==> src/rtl/ctrl_reg_arbiter_if.sv <==
// Requester-side bus of the shared control register: per-requester write
// requests in, grant/ack and the live register state out.
interface ctrl_reg_arbiter_if;
    logic [3:0]  req_valid;
    logic [31:0] req_mask;
    logic [31:0] req_data;
    logic [3:0]  req_ack;
    logic [7:0]  control_bus;
    logic        write_strobe;
    logic [1:0]  last_grant;

    modport master (
        output req_valid, req_mask, req_data,
        input  req_ack, control_bus, write_strobe, last_grant
    );

    modport slave (
        input  req_valid, req_mask, req_data,
        output req_ack, control_bus, write_strobe, last_grant
    );
endinterface

==> src/rtl/ctrl_reg_arbiter.sv <==
// Round-robin arbiter granting one masked read-modify-write per cycle into a
// shared 8-bit control register with per-bit DIRECT/PULSE behaviour.
module ctrl_reg_arbiter #(
    parameter int          NumReq     = 4,
    parameter int          NumOutputs = 8,
    parameter logic [7:0]  BitValue   = 8'h00,
    parameter logic [7:0]  PulseMask  = 8'h00
) (
    input logic               clock,
    input logic               reset,
    ctrl_reg_arbiter_if.slave bus
);

    localparam logic [8:0] OutLimit   = 9'd1 << NumOutputs;
    localparam logic [7:0] OutMask    = 8'(OutLimit - 9'd1);
    localparam logic [7:0] ResetValue = BitValue & OutMask;
    localparam logic [7:0] DirectBits = ~PulseMask & OutMask;
    localparam logic [7:0] PulseBits  = PulseMask & OutMask;

    logic [1:0] ptr;
    logic [1:0] ptr_next;
    logic [1:0] cand;
    logic [1:0] grant_idx;
    logic       grant_valid;
    logic [7:0] sel_mask;
    logic [7:0] sel_data;
    logic [7:0] ctrl_q;
    logic [7:0] ctrl_d;
    logic       strobe_q;
    logic [1:0] last_grant_q;

    // Search starts at the pointer and wraps within the active requesters only,
    // so requesters at index >= NumReq can never win or stall the rotation.
    always_comb begin
        // NOTE: every combinational output gets a default first so no path
        // leaves it unassigned and no latch is inferred.
        grant_valid = 1'b0;
        grant_idx   = 2'd0;
        cand        = 2'd0;
        for (int i = 0; i < NumReq; i++) begin
            cand = 2'((int'(ptr) + i) % NumReq);
            if (!grant_valid && bus.req_valid[cand]) begin
                grant_valid = 1'b1;
                grant_idx   = cand;
            end
        end
    end

    assign sel_mask = bus.req_mask[{grant_idx, 3'b000} +: 8];
    assign sel_data = bus.req_data[{grant_idx, 3'b000} +: 8];
    assign ptr_next = (grant_idx == 2'(NumReq - 1)) ? 2'd0 : grant_idx + 2'd1;

    // PULSE bits drop every cycle and are only re-set by a masked write of 1.
    always_comb begin
        if (grant_valid) begin
            ctrl_d = (((ctrl_q & ~sel_mask) | (sel_data & sel_mask)) & DirectBits)
                   | (sel_data & sel_mask & PulseBits);
        end else begin
            ctrl_d = ctrl_q & DirectBits;
        end
    end

    // Ack is combinational so the winner sees it in its grant cycle; gating with
    // reset makes an in-flight grant vanish as soon as reset rises.
    always_comb begin
        bus.req_ack = 4'b0000;
        if (grant_valid && !reset) begin
            bus.req_ack[grant_idx] = 1'b1;
        end
    end

    always_ff @(posedge clock or posedge reset) begin
        // NOTE: sequential state uses non-blocking assignments so every register
        // samples the pre-edge values regardless of statement order.
        if (reset) begin
            ctrl_q       <= ResetValue;
            strobe_q     <= 1'b0;
            last_grant_q <= 2'd0;
            ptr          <= 2'd0;
        end else begin
            ctrl_q   <= ctrl_d;
            strobe_q <= grant_valid;
            if (grant_valid) begin
                last_grant_q <= grant_idx;
                ptr          <= ptr_next;
            end
        end
    end

    assign bus.control_bus  = ctrl_q;
    assign bus.write_strobe = strobe_q;
    assign bus.last_grant   = last_grant_q;

endmodule
==> src/flat_wrapper.sv <==
// flat-port wrapper written by rule: the top's interface ports become plain ports
module ctrl_reg_arbiter_flat 
#(
    parameter int          NumReq     = 4,
    parameter int          NumOutputs = 8,
    parameter logic [7:0]  BitValue   = 8'h00,
    parameter logic [7:0]  PulseMask  = 8'h00
)
  (clock, reset, bus_req_valid, bus_req_mask, bus_req_data, bus_req_ack, bus_control_bus, bus_write_strobe, bus_last_grant);
  ctrl_reg_arbiter_if bus_i ();
  input logic clock;
  input logic reset;
  input wire logic [$bits(bus_i.req_valid)-1:0] bus_req_valid;
  input wire logic [$bits(bus_i.req_mask)-1:0] bus_req_mask;
  input wire logic [$bits(bus_i.req_data)-1:0] bus_req_data;
  output wire logic [$bits(bus_i.req_ack)-1:0] bus_req_ack;
  output wire logic [$bits(bus_i.control_bus)-1:0] bus_control_bus;
  output wire logic [$bits(bus_i.write_strobe)-1:0] bus_write_strobe;
  output wire logic [$bits(bus_i.last_grant)-1:0] bus_last_grant;
  assign bus_i.req_valid = bus_req_valid;
  assign bus_i.req_mask = bus_req_mask;
  assign bus_i.req_data = bus_req_data;
  assign bus_req_ack = bus_i.req_ack;
  assign bus_control_bus = bus_i.control_bus;
  assign bus_write_strobe = bus_i.write_strobe;
  assign bus_last_grant = bus_i.last_grant;
  ctrl_reg_arbiter #(.NumReq(NumReq), .NumOutputs(NumOutputs), .BitValue(BitValue), .PulseMask(PulseMask)) u_core (.clock(clock), .reset(reset), .bus(bus_i));
endmodule
==> config.mk <==
export PLATFORM = sky130hd
export DESIGN_NAME = ctrl_reg_arbiter_flat
export DESIGN_NICKNAME = d
export VERILOG_FILES = /design/src/rtl/ctrl_reg_arbiter_if.sv /design/src/rtl/ctrl_reg_arbiter.sv /design/src/flat_wrapper.sv
export SDC_FILE = /design/constraint.sdc
export NUM_CORES = 1
export LEC_CHECK = 0
export ABC_AREA = 1
export CAP_MARGIN = 30
export CELL_PAD_IN_SITES_DETAIL_PLACEMENT = 1
export CELL_PAD_IN_SITES_GLOBAL_PLACEMENT = 2
export CORE_ASPECT_RATIO = 0.5
export CORE_MARGIN = 4
export CORE_UTILIZATION = 17
export DETAILED_ROUTE_END_ITERATION = 8
export PLACE_DENSITY = 0.74
export SLEW_MARGIN = 10
export SYNTH_ARGS = -nofsm -noshare
export SYNTH_HDL_FRONTEND = slang
export SYNTH_SLANG_ARGS = --single-unit
==> constraint.sdc <==
create_clock -name clock -period 1.9 [get_ports clock]
set_input_delay 0.38 -clock clock [delete_from_list [all_inputs] [get_ports clock]]
set_output_delay 0.38 -clock clock [all_outputs]
set_load 0.02 [all_outputs]
Word level (Yosys, flattened, before mapping)
Cells that the tools add are included.

cells by class
  add/sub/neg operators = 4
  $lt $le $gt $ge = 6
  equal/unequal tests = 1
  shift-type cells = 2
  multiplexer cells = 20
  bitwise gates (word level) = 4
  reduce and logical (&&, ||, !) cells = 9

operators with widths
  cell                                                                                 number
  32-bit by 6-bit indexed part select with 8-bit output                                2
  8-bit AND                                                                            2
  2-bit by 3-bit < comparator with 1-bit output, second input constant                 5
  2-bit 2-to-1 mux                                                                     5
  1-bit 2-to-1 mux                                                                     9
  1-bit binary-select mux with 2-bit select                                            4
  8-bit inverter                                                                       1
  8-bit OR                                                                             1
  1-bit logical AND                                                                    5
  2-bit by 1-bit adder with 2-bit output, second input constant                        2
  2-bit adder, second input constant                                                   2
  1-bit zero test                                                                      4
  4-bit 2-to-1 mux                                                                     1
  1-bit demux with 2-bit select                                                        1
  2-bit equality test, second input constant                                           1
  2-bit by 1-bit greater-or-equal comparator with 1-bit output, second input constant  1

storage, ports and cells
  register bits = 13
  bits of input ports = 70
  word-level logic and storage cells = 50

Logic depth before layout (Yosys ltp)
  word-level depth = 17
  depth in mapped cells = 18

Worst setup path after synthesis
Ideal clock, no wire load.

  path kind = reg-to-output
  from = reg u_core.ptr[0]
  to = out bus_req_ack[2]
  data arrival time = 1.830 ns
  required time = 1.520 ns
  slack = -0.310 ns
  stages on the path, launching flop included = 15
  path through = dfrtp_1 > buf_6 > inv_6 > nand2_1 > nand3_2 > nand2_2 > nor2_4 > nand3_1 > nand3_1 > nand2_2 > clkinv_4 > buf_6 > ha_1 > inv_1 > nor2_1

between the ends
  longest elaborated chain between the ends = 17

ends and longest elaborated chain
  element                                                                                                                                                     RTL line                source
  start: declaration                                                                                                                                          ctrl_reg_arbiter.sv:20  logic [1:0] ptr;
  start signal: assignment                                                                                                                                    ctrl_reg_arbiter.sv:85  ptr <= ptr_next;
  branches (longest 11 deep; another with 2-bit by 1-bit adder with 2-bit output)                                                                             n/a
  2-bit 2-to-1 mux (*)                                                                                                                                        ctrl_reg_arbiter.sv:42  if (!grant_valid && bus.req_valid[cand]) begin
  net u_core.grant_idx[1]                                                                                                                                     ctrl_reg_arbiter.sv:23  logic [1:0] grant_idx;
  2-bit by 3-bit < comparator with 1-bit output (implied by the code) / 2-bit by 1-bit greater-or-equal comparator with 1-bit output (equally long branches)  ctrl_reg_arbiter.sv:68  bus.req_ack[grant_idx] = 1'b1;
  1-bit logical AND (implied by the code)                                                                                                                     ctrl_reg_arbiter.sv:68
  1-bit 2-to-1 mux (implied by the code)                                                                                                                      ctrl_reg_arbiter.sv:68
  1-bit demux with 2-bit select (*)                                                                                                                           n/a
  4-bit 2-to-1 mux (*)                                                                                                                                        ctrl_reg_arbiter.sv:67  if (grant_valid && !reset) begin
  end: declaration                                                                                                                                            flat_wrapper.sv:16      output wire logic [$bits(bus_i.req_ack)-1:0] bus_req_ack;

Mark *: on every way through the listed nets, which the timed path passes. The select of a mux whose other input is x is not followed.

Final worst setup path
  from = reg u_core.ptr[0]
  to = out bus_req_ack[3]

between the ends
  longest elaborated chain between the ends = 17

ends and longest elaborated chain
  element                                                                                 RTL line
  branches (longest 16 deep; another with 2-bit by 3-bit < comparator with 1-bit output)  n/a
  4-bit 2-to-1 mux (*)                                                                    ctrl_reg_arbiter.sv:67

Every way passes the cells marked *. The select of a mux whose other input is x is not followed.

==> results.ini <==
[grt]
global_route_wire_length_before_repair_mm=10.3
grt_pass1_vias=2118
antenna_violations_before_repair=0
grt_remaining_overflow=0
track_usage_pct=11.1
grt_start_max_net_pins=36

[synth]
synth_xor_area_share_pct=0
synth_seq_cells=13
post_synth_instance_area_mm2=0.00161
post_synth_fa_ha_maj_area_fraction_pct=3.11
synth_compound_gate_area_share_pct=9.65
syn_area_per_cell_um2=5.98
synth.area.mux_share_pct=0
synth_top_family_by_area=simple AND/OR/NAND/NOR gates
synthCells=269
portion_of_the_post_synthesis_area_used_by_sequential_elements_pct=20.2
ys_flop_type=sky130_fd_sc_hd__dfrtp_1
synthTopCellsByCount=122 x sky130_fd_sc_hd__nand2_1, 43 x sky130_fd_sc_hd__inv_1, 24 x sky130_fd_sc_hd__nand3_1, 13 x sky130_fd_sc_hd__dfrtp_1
synth_top_area_share_pct=28.5
yosysTopAreaCell=sky130_fd_sc_hd__nand2_1
total_of_warnings_raised_by_yosys=0
syn-num-nets=343
synthTopCellsByArea=sky130_fd_sc_hd__nand2_1 28%, sky130_fd_sc_hd__dfrtp_1 20%, sky130_fd_sc_hd__inv_1 10%, sky130_fd_sc_hd__nand3_1 7.5%, sky130_fd_sc_hd__o211ai_2 5.4%
synth_simple_gate_area_share_pct=49.6
async_reset_ff_share_pct=100
synth_most_common_cell=sky130_fd_sc_hd__nand2_1
synth_cell_type_count=21
synth_edf_count=0

[layout]
antennaDiodeCount=0
synth_to_layout_area_growth_pct=97.6
post_route_cells_drive_above_1_share_pct=30.8
num-fill-cells=1088
fin_nets=455
cell_area_after_layout_mm2=0.00318

[timing]
final_hold_viol_count=0
maxSlewHeadroom_pct=83.1
finalMaxSlewViolations=0
timing.fmax_ghz=0.419
clock-skew-final_ns=0.00107
holdWs_ns=0.482
worst-slew-pin-transition_ns=0.252
setup_ws_ns=-0.487
rsz0062_at_grt=yes
min_period_ns=2.39
final_cycle_utilization_of_the_critical_path_pct=126
final.setup.tns_ns=-5.04
setup_viol_count_final=12

[worst_setup_path]
worstSetupStartpointType=register
critical_path_peak_fanout=5
timing_worst_setup_path_type=reg -> out
timing.critical_path.cells=buf_12 -> inv_12 -> nand2_2 -> nand3_2 -> nand2_4 -> nor2_4 -> nand3_2 -> nand3_2 -> nand2_4 -> clkinv_4 -> ha_4 -> inv_2 -> nor2_4 -> buf_6
worst_path_most_repeated_cell=sky130_fd_sc_hd__nand3_2
cp_slowest_stage_delay_ns=0.45
crit_slowest_cell=sky130_fd_sc_hd__dfrtp_2
worst_ep_arrival_time_ns=2.01
endpoint_kind=primary output
crit_required_ns=1.52

[clocking]
cts.sink_count=13
cts_buffers=3
max-clock-path-buffers=2
cts_tree=yes
cts.clk_slew.worst_paths_ns=0.05
worst_skew_pair.late_latency_ns=0.24
cts_max_level=1
clock_tree.root_cell=sky130_fd_sc_hd__clkbuf_16

[die]
die_h_um=76.8
io_pins=85
floorplan.die.width_um=146
fp-row-count=24
die_area_mm2=0.0112
floorplan.initialDensity_pct=18.0
core_outline_area_mm2=0.00895

[outcome]
status=finished, violations left
violations=setup timing

[place]
hpwlAfterDp_mm=5.07
post_dp_cell_area_mm2=0.00272
portBuffers=84
routabilityCongestion=0.733

[route]
drt_first_pass_iters=4
detailed_route_drc_error_count=0
routed_wirelength_mm=6.41
iteration_0_drc_markers=45
final_antenna_net_count=0
dr_total_vias=2005
vias_per_cell=4.03
drt-wirelength-per-cell_um=12.9

[job]
max-cap-violations=0

[worst_hold_path]
min-delay-path-class=reg -> reg

routing by layer:
layer,global-route usage (%),vias to the layer above,routed length (um)
met2,20.9,24,3380
met1,13.4,936,2860
met3,1.77,2,141
met5,0,-,0
li1,-,1043,-
met4,1.89,0,27
final timing paths:
path / depth (start not counted) / from / slack (ns) / to
max: 14 / u_core.ptr[0] / -0.49 / bus_req_ack[3]
min: 2 / register / 0.48 / register
max reg2reg: 17 / u_core.ptr[0] / -0.41 / register
min reg2reg: 2 / register / 0.48 / register
max in group asynchronous: 3 / reset / 1.23 / u_core.ptr[1]
min in group asynchronous: 3 / reset / 0.49 / asynchronous set/reset pin
worst max-delay path, delay by kind of cell, from the launching register on:
kind / cells / cell delay (ns)
adders and majority gates: 1 / 0.12
DFF: 1 / 0.45
buffers and inverters: 5 / 0.47
and+or+nand+nor: 8 / 0.73
cell type report:
| class | count | area, um2 | share of cell area [%] |
|---|---|---|---|
| clock buffer | 4 | 78.8 | 2.48 |
| inverter | 47 | 201 | 6.34 |
| multi-input combinational | 199 | 1240 | 39.1 |
| sequential | 13 | 328 | 10.3 |
| timing repair inverter | 1 | 8.76 | 0.276 |
| timing repair buffer | 116 | 1170 | 36.9 |
| tap | 117 | 146 | 4.61 |
timing repair:
item | in CTS | in global routing
buffers inserted | 10 | 3
gates resized for setup | 76 | 23
cloned | 0 | 1
pin swaps | 13 | 9
hold buffers | 0 | 0
setup endpoints to repair | 15 | 14
cell usage in the layout (no fill, tap or decap), types with 2 or more instances in the layout:
cell type,instances
sky130_fd_sc_hd__nor2_4,6
sky130_fd_sc_hd__nand2_4,11
sky130_fd_sc_hd__dfrtp_2,2
sky130_fd_sc_hd__nand2_1,98
sky130_fd_sc_hd__clkbuf_16,3
sky130_fd_sc_hd__nand3_4,3
sky130_fd_sc_hd__inv_2,9
sky130_fd_sc_hd__buf_12,3
sky130_fd_sc_hd__dfrtp_1,11
sky130_fd_sc_hd__inv_1,34
sky130_fd_sc_hd__ha_4,3
sky130_fd_sc_hd__buf_6,15
sky130_fd_sc_hd__dlygate4sd2_1,3
sky130_fd_sc_hd__buf_4,17
sky130_fd_sc_hd__nand4_1,4
sky130_fd_sc_hd__o211ai_1,7
sky130_fd_sc_hd__clkinv_4,2
sky130_fd_sc_hd__clkdlybuf4s50_1,76
sky130_fd_sc_hd__nand3_1,17
sky130_fd_sc_hd__nand2_2,21
sky130_fd_sc_hd__o211ai_2,7
sky130_fd_sc_hd__nand3_2,9
sky130_fd_sc_hd__or2_1,7
metrics by stage:
stage / utilization [%] / worst slack [ns] / instances
after CTS: 34.3 / -0.490 / 493
after detailed placement: 30.4 / -1.13 / 479
after global placement: 30.4 / -1.07 / 479
final: 35.5 / -0.487 / 497
after floorplan: - / -0.135 / 269
after global routing: 35.5 / -0.594 / 497
kinds of logic (layout without fill, tap and decap cells):
family,after synthesis,count (layout)
flip-flops,13,13
AND/OR/NAND/NOR,178,178
buffers and inverters,57,168
adder cells (fa/ha/maj),4,4
AO/OA/AOI/OAI,17,17
Power is not shown: default switching activity piles up to over one toggle a cycle in this logic, so the estimate is an artifact.
